==> config.mk <==
export PLATFORM = sky130hd
export DESIGN_NAME = fft_output_reorder_flat
export DESIGN_NICKNAME = d
export VERILOG_FILES = /design/src/rtl/fft_pkg.sv /design/src/rtl/fft_output_reorder_if.sv /design/src/rtl/reorder_bank.sv /design/src/rtl/fft_output_reorder.sv /design/src/flat_wrapper.sv
export SDC_FILE = /design/constraint.sdc
export NUM_CORES = 2
export LEC_CHECK = 0
export CAP_MARGIN = 30
export CORE_MARGIN = 1.5
export CORE_UTILIZATION = 50
export DETAILED_ROUTE_END_ITERATION = 10
export DONT_BUFFER_PORTS = 1
export PLACE_DENSITY = 0.7
export SYNTH_ARGS = -nofsm -noshare
export SYNTH_HDL_FRONTEND = slang
export SYNTH_SLANG_ARGS = --single-unit
==> constraint.sdc <==
create_clock -name clk -period 2.5 [get_ports clk]
set_clock_uncertainty 0.15 [all_clocks]
set_input_delay 0.25 -clock clk [delete_from_list [all_inputs] [get_ports clk]]
set_output_delay 0.25 -clock clk [all_outputs]
set_load 0.01 [all_outputs]
==> src/rtl/fft_pkg.sv <==
`default_nettype none
// ============================================================================
//  Module   : fft_pkg
//  Purpose  : Shared constants, read-FSM state type and bit-reversal helper
//             for the 32-point FFT datapath.
//  Revision : 1.0 - initial release
// ============================================================================
package fft_pkg;

  localparam int FFT_N     = 32;
  localparam int FFT_LOG2N = 5;
  localparam int FFT_WIDTH = 15;

  typedef enum logic [0:0] {
    R_IDLE  = 1'b0,
    R_DRAIN = 1'b1
  } rd_state_t;

  function automatic logic [FFT_LOG2N-1:0] bitrev5(input logic [FFT_LOG2N-1:0] x);
    return {x[0], x[1], x[2], x[3], x[4]};
  endfunction

endpackage
`default_nettype wire

==> src/rtl/fft_output_reorder_if.sv <==
`default_nettype none
// ============================================================================
//  Module   : fft_output_reorder_if
//  Purpose  : Bit-reversed input stream and natural-order output stream of
//             the FFT output reorder block.
//  Revision : 1.0 - initial release
// ============================================================================
interface fft_output_reorder_if
  import fft_pkg::*;
#(
  parameter int WIDTH = FFT_WIDTH
);
  logic                       valid_i;
  logic signed [WIDTH-1:0]    data_in_r;
  logic signed [WIDTH-1:0]    data_in_i;
  logic                       valid_o;
  logic signed [WIDTH-1:0]    data_out_r;
  logic signed [WIDTH-1:0]    data_out_i;
  logic [FFT_LOG2N-1:0]       index_o;
  logic                       last_o;

  modport master (
    output valid_i, data_in_r, data_in_i,
    input  valid_o, data_out_r, data_out_i, index_o, last_o
  );

  modport slave (
    input  valid_i, data_in_r, data_in_i,
    output valid_o, data_out_r, data_out_i, index_o, last_o
  );
endinterface
`default_nettype wire

==> src/rtl/reorder_bank.sv <==
`default_nettype none
// ============================================================================
//  Module   : reorder_bank
//  Purpose  : 32-entry register array, synchronous write / combinational read.
//  Revision : 1.0 - initial release
// ============================================================================
module reorder_bank
  import fft_pkg::*;
#(
  parameter int WIDTH = FFT_WIDTH
) (
  input  wire logic                   clk,
  input  wire logic                   we,
  input  wire logic [FFT_LOG2N-1:0]   waddr,
  input  wire logic [2*WIDTH-1:0]     wdata,
  input  wire logic [FFT_LOG2N-1:0]   raddr,
  output      logic [2*WIDTH-1:0]     rdata
);

  logic [2*WIDTH-1:0] r_mem [FFT_N];

  always_ff @(posedge clk) begin
    if (we) begin
      r_mem[waddr] <= wdata;
    end
  end

  assign rdata = r_mem[raddr];

endmodule
`default_nettype wire

==> src/rtl/fft_output_reorder.sv <==
`default_nettype none
// ============================================================================
//  Module   : fft_output_reorder
//  Purpose  : Ping-pong reorder of bit-reversed FFT frames into natural order
//             with bin index and end-of-frame tagging.
//  Revision : 1.0 - initial release
// ============================================================================
module fft_output_reorder
  import fft_pkg::*;
#(
  parameter int WIDTH = FFT_WIDTH,
  parameter int N     = FFT_N
) (
  input wire logic             clk,
  input wire logic             rst_n,
  fft_output_reorder_if.slave  bus
);

  localparam int                   c_word_w   = 2 * WIDTH;
  localparam logic [FFT_LOG2N-1:0] c_last_idx = FFT_LOG2N'(N - 1);

  logic [FFT_LOG2N-1:0]    r_wcnt;
  logic                    r_wbank;
  logic                    w_frame_ready;
  logic [FFT_LOG2N-1:0]    w_waddr;
  logic [c_word_w-1:0]     w_wdata;
  logic [c_word_w-1:0]     w_rdata [2];

  rd_state_t               r_state;
  logic                    r_rbank;
  logic [FFT_LOG2N-1:0]    r_rcnt;
  logic                    r_valid;
  logic signed [WIDTH-1:0] r_out_r;
  logic signed [WIDTH-1:0] r_out_i;
  logic [FFT_LOG2N-1:0]    r_index;
  logic                    r_last;

  assign w_frame_ready = bus.valid_i && (r_wcnt == c_last_idx);
  assign w_waddr       = bitrev5(r_wcnt);
  assign w_wdata       = {bus.data_in_r, bus.data_in_i};

  always_ff @(posedge clk or negedge rst_n) begin
    if (!rst_n) begin
      r_wcnt  <= '0;
      r_wbank <= 1'b0;
    end else if (bus.valid_i) begin
      r_wcnt <= r_wcnt + 1'b1;
      if (r_wcnt == c_last_idx) begin
        r_wbank <= ~r_wbank;
      end
    end
  end

  generate
    for (genvar g = 0; g < 2; g++) begin : g_bank
      reorder_bank #(.WIDTH(WIDTH)) u_bank (
        .clk   (clk),
        .we    (bus.valid_i && (r_wbank == 1'(g))),
        .waddr (w_waddr),
        .wdata (w_wdata),
        .raddr (r_rcnt),
        .rdata (w_rdata[g])
      );
    end
  endgenerate

  // The reader trails the writer by exactly one bank, so it never touches the bank being filled.
  always_ff @(posedge clk or negedge rst_n) begin
    if (!rst_n) begin
      r_state <= R_IDLE;
      r_rbank <= 1'b0;
      r_rcnt  <= '0;
      r_valid <= 1'b0;
      r_out_r <= '0;
      r_out_i <= '0;
      r_index <= '0;
      r_last  <= 1'b0;
    end else begin
      case (r_state)
        R_IDLE: begin
          r_valid <= 1'b0;
          r_last  <= 1'b0;
          if (w_frame_ready) begin
            r_rbank <= r_wbank;
            r_rcnt  <= '0;
            r_state <= R_DRAIN;
          end
        end
        R_DRAIN: begin
          r_valid            <= 1'b1;
          {r_out_r, r_out_i} <= w_rdata[r_rbank];
          r_index            <= r_rcnt;
          r_last             <= (r_rcnt == c_last_idx);
          if (r_rcnt == c_last_idx) begin
            r_rcnt <= '0;
            if (w_frame_ready) begin
              r_rbank <= r_wbank;
            end else begin
              r_state <= R_IDLE;
            end
          end else begin
            r_rcnt <= r_rcnt + 1'b1;
          end
        end
        default: r_state <= R_IDLE;
      endcase
    end
  end

  assign bus.valid_o    = r_valid;
  assign bus.data_out_r = r_out_r;
  assign bus.data_out_i = r_out_i;
  assign bus.index_o    = r_index;
  assign bus.last_o     = r_last;

endmodule
`default_nettype wire

==> src/flat_wrapper.sv <==
// flat-port wrapper written by rule: the top's interface ports become plain ports
module fft_output_reorder_flat import fft_pkg::*;
#(
  parameter int WIDTH = FFT_WIDTH,
  parameter int N     = FFT_N
)
  (clk, rst_n, bus_valid_i, bus_data_in_r, bus_data_in_i, bus_valid_o, bus_data_out_r, bus_data_out_i, bus_index_o, bus_last_o);
  fft_output_reorder_if #(.WIDTH(WIDTH)) bus_i ();
  input wire logic clk;
  input wire logic rst_n;
  input wire logic [$bits(bus_i.valid_i)-1:0] bus_valid_i;
  input wire logic [$bits(bus_i.data_in_r)-1:0] bus_data_in_r;
  input wire logic [$bits(bus_i.data_in_i)-1:0] bus_data_in_i;
  output wire logic [$bits(bus_i.valid_o)-1:0] bus_valid_o;
  output wire logic [$bits(bus_i.data_out_r)-1:0] bus_data_out_r;
  output wire logic [$bits(bus_i.data_out_i)-1:0] bus_data_out_i;
  output wire logic [$bits(bus_i.index_o)-1:0] bus_index_o;
  output wire logic [$bits(bus_i.last_o)-1:0] bus_last_o;
  assign bus_i.valid_i = bus_valid_i;
  assign bus_i.data_in_r = bus_data_in_r;
  assign bus_i.data_in_i = bus_data_in_i;
  assign bus_valid_o = bus_i.valid_o;
  assign bus_data_out_r = bus_i.data_out_r;
  assign bus_data_out_i = bus_i.data_out_i;
  assign bus_index_o = bus_i.index_o;
  assign bus_last_o = bus_i.last_o;
  fft_output_reorder #(.WIDTH(WIDTH), .N(N)) u_core (.clk(clk), .rst_n(rst_n), .bus(bus_i));
endmodule
* Word-level counts from Yosys, hierarchy flattened
Memories as Yosys holds them, arrays and structs flattened.
Cells that the tools add are included.
** Word-level totals
- Output and inout port bits :: 37
- Memory bits (writable) :: 1920
- Memories :: 2
- Register bits after elaboration :: 50
** Memories
- u_core.g_bank[0].u_bank.r_mem :: words 32, width 30, rd ports 1, clocked after memory_dff 0, write ports 1, line reorder_bank.sv:20 : logic [2*WIDTH-1:0] r_mem [FFT_N];
- u_core.g_bank[1].u_bank.r_mem :: words 32, width 30, rd ports 1, clocked after memory_dff 0, write ports 1, line reorder_bank.sv:20
** Cells by class
- Reductions and logical operators :: 4
- Add/sub/neg operators :: 2
- Magnitude comparators :: 1
- Bitwise operators :: 3
- Eq/ne operators :: 4
- Muxes and demuxes :: 18
** Operators with widths (number)
- $mux W30 :: 3
- $add A5 B1 Y5 const B :: 2
- $eq A5 B5 Y1 const B :: 2
- $mux W5 :: 2
- $pmux W5 S2 :: 1
- $mux W1 :: 8
- $pmux W1 S2 :: 4
- $logic_and A1 B1 Y1 :: 3
- $ge A2 B2 Y1 const B :: 1
- $ne A2 B1 Y1 const B :: 1
- $ne A2 B2 Y1 const B :: 1
- $not A1 Y1 :: 2
- $not A1 Y2 :: 1
- $reduce_and A2 Y1 :: 1

* Longest topological paths before layout
- Depth after elaboration :: 5
- Gate-level depth with buffers :: 10
- Mapped depth without buffers :: 7

* By module
From an unflattened synthesis, not the netlist that was laid out.
** Unflattened totals
- Cell total of the unflattened synthesis :: 4382
- Area total of the unflattened synthesis :: 77142.7 um^2
** By module, submodules not included
- reorder_bank :: cells each 2092, area each 37458.4 um^2, times used 2, sequential area each 28827.6 um^2
- fft_output_reorder :: cells each 198, area each 2225.9 um^2, times used 1, sequential area each 1251.2 um^2

* Worst setup path after synthesis
Ideal clock, no wire load.
- Path kind :: flip-flop to flip-flop
- From :: register u_core.r_wbank
- To :: memory u_core.g_bank[0].u_bank.r_mem[7][0] (netlist name), enable pin
- Slack :: -0.263 ns
- Period minus slack after synthesis :: 2.763 ns
- Required time :: 1.933 ns
- Arrival :: 2.196 ns
- Buffers on the path :: 0
- Stages on the path, launching flop included :: 4
- Setup time :: 0.417 ns
- Cells stage by stage :: dfrtp_1 nor2b_1 nand3_1 nor2_1
** On the way
- Cells in the longest elaborated chain, start to end :: 4
** Ends and longest elaborated chain
- from (decl) :: line fft_output_reorder.sv:23 : logic r_wbank;
- from (signal assigned) :: line fft_output_reorder.sv:49 : r_wbank <= ~r_wbank;
- $not A1 Y1 :: line fft_output_reorder.sv:58 : .we (bus.valid_i && (r_wbank == 1'(g))),
- $logic_and A1 B1 Y1 :: line fft_output_reorder.sv:58
- $mux W1 :: line reorder_bank.sv:23 : if (we) begin
- $mux W1 (implied by the code) :: line reorder_bank.sv:24 : r_mem[waddr] <= wdata;
- to (decl) :: line reorder_bank.sv:20
Every way passes these cells.

* Worst setup path in the final report
- From :: register u_core.r_rcnt[2]
- To :: register u_core.r_out_r[14] (netlist: u_core.bus.data_out_r[14])
** On the way
- Cells in the longest elaborated chain, start to end :: 4
- Elaborated cells between the ends (all ways) :: 5
- Classes of those cells :: 3 x mux; 2 x memory
** Ends and longest elaborated chain
- from (decl) :: line fft_output_reorder.sv:31 : logic [FFT_LOG2N-1:0] r_rcnt;
- from (signal assigned) :: line fft_output_reorder.sv:102 : r_rcnt <= r_rcnt + 1'b1;
- $mem_v2 Z32 W30
- $mux W30 (implied by the code) * (3 in a row) :: line fft_output_reorder.sv:91 : {r_out_r, r_out_i} <= w_rdata[r_rbank];
- to (signal assigned) :: line fft_output_reorder.sv:91
- to (decl) :: line fft_output_reorder.sv:33 : logic signed [WIDTH-1:0] r_out_r;
Mark *: on every way between the ends. The rest lies on a longest branch, timed or not. The select of a mux whose other input is x is not followed.
A chain may end at the register's enable or synchronous reset.

==> flow_metrics.py <==
metrics = {
    "logic_synthesis": {
        "ys_types": 40,
        "ys_ff_latch": 1970,
        "ys_seq_area_frac": 0.784,
        "synth-main-ff-cell": "edfxtp_1",
        "syn_area_per_cell_sq_um": 20.6,
        "syn_nets": 3689,
        "yosysWarnings": 0,
        "syn_inst": 3647,
        "synth_async_sr_flop_share": 0.0254,
        "synth-edff-count": 1920,
        "synth_area_sq_um": 75200,
    },
    "power": {
        "cellLeakagePower_nw": 29.5,
        "power.density_nw_per_um2": 1010,
        "irDropWorstVdd_mv": 0.735,
    },
    "global_routing": {
        "grt_pass1_vias": 39900,
        "grt.overflow.total": 0,
        "grt_max_degree": 65,
        "grt_first_pass_wirelength_um": 287000,
        "antenna_found_initial": 21,
        "grt_usage": 0.265,
    },
    "floorplanning": {
        "initial_core_util": 0.503,
        "dieHeight_um": 391,
        "ios": 70,
        "die_w_um": 391,
        "core_area_sq_um": 150000,
        "die-area_sq_um": 153000,
        "placementRows": 142,
    },
    "routing": {
        "drtIter0Drc": 5396,
        "via_count": 40200,
        "firstDrtPassIters": 5,
        "drc": 0,
        "routedWlPerCell_um": 31.5,
        "vias_per_cell": 6.25,
        "routed_wl_um": 203000,
        "ant_nets": 0,
    },
    "worst_setup_path": {
        "crit_family": "buffers and inverters",
        "critPathRequiredTime_ps": 3040,
        "cp.arrival_ps": 3310,
        "cp_common_cell": "buf_4",
        "cp_slowest_cell": "dfrtp_4",
        "reg2reg_depth": 12,
        "cp.depth": 12,
        "criticalPathCategory": "flip-flop to flip-flop",
        "cp_max_fo": 9,
        "endpoint_kind": "flip-flop",
        "crit_path_cell_trace": "buf_12, buf_4, clkbuf_16, buf_4, mux2i_1, o22ai_1, nor4_2, buf_4, nand2_4, o32ai_4, buf_6, nand2_2",
        "cp_slowest_stage_delay_ps": 540,
        "crit_buf_inv": 6,
        "cp-start-kind": "flip-flop",
    },
    "clocking": {
        "clockBufferDepth": 3,
        "clock_latency_ps": 820,
        "cts_tree": "built",
        "cts_buffers": 190,
        "cts_root_buf": "clkbuf_16",
        "clk_pin_slew_ps": 60,
        "cts-htree-levels": 4,
        "clock_sinks": 1970,
    },
    "run_status": {
        "violations": "setup timing",
        "status": "finished with violations",
    },
    "sta": {
        "hold_viol_final": 0,
        "slew_violations": 0,
        "fin_ws_ps": -268,
        "period_share": 1.11,
        "fin_setup_tns_ps": -4250,
        "setup_viol": 30,
        "fmaxAchievable_mhz": 361,
        "max-slew-margin-rel": 0.424,
        "worstMarginPinSlew_ps": 857,
        "period_minus_slack_ps": 2770,
        "fin_hold_ws_ps": 49.8,
        "rsz0062_at_grt": "true",
    },
    "finish": {
        "final_cell_mix": "edfxtp_1, mux4_2, buf_4",
        "finish.instance_area_sq_um": 92900,
        "final_cells": 6431,
        "area_growth_syn_to_layout_pct": 23.6,
        "layout_commonest_cell": "edfxtp_1",
        "final_net_count": 4292,
        "final_util": 0.621,
        "layout-drive-gt1-share": 0.349,
    },
    "run": {
        "cap_viol_max_count": 0,
    },
    "placement": {
        "dp.cells": 5900,
        "place_hpwl_um": 114000,
        "globalplace.congestion": 0.887,
        "port_buffers": 0,
        "dpl_cell_area_sq_um": 82200,
    },
    "hold_path": {
        "hold_path.class": "input pin to flip-flop",
        "min_path_cells": 4,
    },
}
layer usage:
metal / vias to the layer above / routed length, um / global-route usage
met1: 21200 / 77200 / 0.366
li1: 16400 / - / -
met3: 359 / 20600 / 0.0569
met2: 2277 / 98100 / 0.422
met5: - / 91 / 0
met4: 8 / 6770 / 0.0881
cell families after synthesis:
kind of cell,count (synthesis),share of synthesized area
flops,1970,0.784
mux,606,0.136
simple gates,448,0.0287
compound gates,402,0.0360
buf+inv,209,0.0137
fa+ha+maj,9,0.00150
xor+xnor,3,0.000350
metrics by stage:
step	worst slack [ps]	power [mW]
after global placement	-1090	60.3
final	-268	94.1
after CTS	-224	92.7
after detailed placement	-894	60.6
after global routing	-255	96.8
after floorplan	-263	50.9
synthesized netlist by cell type, types with 2 or more instances:
master     number  area, sq um
buf_6          11          124
nand3_1         7         35.0
nand2b_1        4         25.0
nand2_1       108          405
mux2i_1       240         2400
nand4bb_1       2         22.5
inv_1           6         22.5
nand4_1         3         18.8
dfrtp_1        50         1250
mux2_2         35          394
o21ai_0         8         40.0
a22oi_1       120          901
nand4b_1        2         17.5
buf_4          18          135
a211oi_1       60          450
clkbuf_1       85          319
and2_1          2         12.5
edfxtp_1     1920        57700
ha_1            9          113
o22ai_1        89          557
o32ai_1        30          263
a21oi_1        91          455
buf_2          76          380
nor4_1         59          369
xnor2_1         2         17.5
mux4_2        330         7430
nor2_1        158          593
nor2b_1        97          607
buf_1          13         48.8
and3_1          2         12.5
cell type report:
type | instances | area [sq um]
Clock buffer | 247 | 5080
Clock inverter | 103 | 1040
Timing Repair Buffer | 614 | 7850
Sequential cell | 1970 | 58900
Fill cell | 9945 | 56700
Inverter | 6 | 22.5
Antenna cell | 7 | 17.5
Multi-Input combinational cell | 1468 | 17500
Tap cell | 2016 | 2520
where the power goes:
part / internal, mW / total (mW) / switching (mW) / leakage (nW)
sequential: 37.7 / 38.8 / 1.13 / 17.9
clock: 16.1 / 28.3 / 12.2 / 2.97
combinational: 13.1 / 27.0 / 14.0 / 8.64
what timing repair did:
item | CTS | global route
pin swaps | 85 | 56
cloned | 6 | 5
hold buffers | 65 | 0
setup buffers | 48 | 58
hold endpoints to repair | 2016 | 0
resized for setup | 344 | 113
setup endpoints to repair | 30 | 32
worst paths after layout:
kind                                       start                              endpoint  slack (ps)
worst min register to register  u_core.r_wcnt[0]                      u_core.r_wcnt[0]         430
max in group asynchronous                  rst_n                      u_core.r_rcnt[4]        1200
worst max register to register  u_core.r_rcnt[2]             u_core.bus.data_out_r[14]        -270
worst min-delay path                 bus_valid_i  u_core.g_bank[1].u_bank.r_mem[6][14]          50
worst max-delay path            u_core.r_rcnt[2]             u_core.bus.data_out_r[14]        -270
min in group asynchronous                  rst_n                     u_core.bus.last_o         610
tightest hold or removal path, stage by stage:
cell     delay [ps]
nand3_1          60
buf_4           260
nor2_4           60
buf_12          160
registers in the layout, indices dropped and copies added, names as in the netlist, 5 cells and up:
signal / count
u_core.bus.data_out_i: 15
u_core.bus.data_out_r: 15
u_core.r_wcnt: 5
u_core.r_rcnt: 5
u_core.bus.index_o: 5
u_core.g_bank.u_bank.r_mem: 1920
No activity file was read; power rests on OpenSTA's default activity.
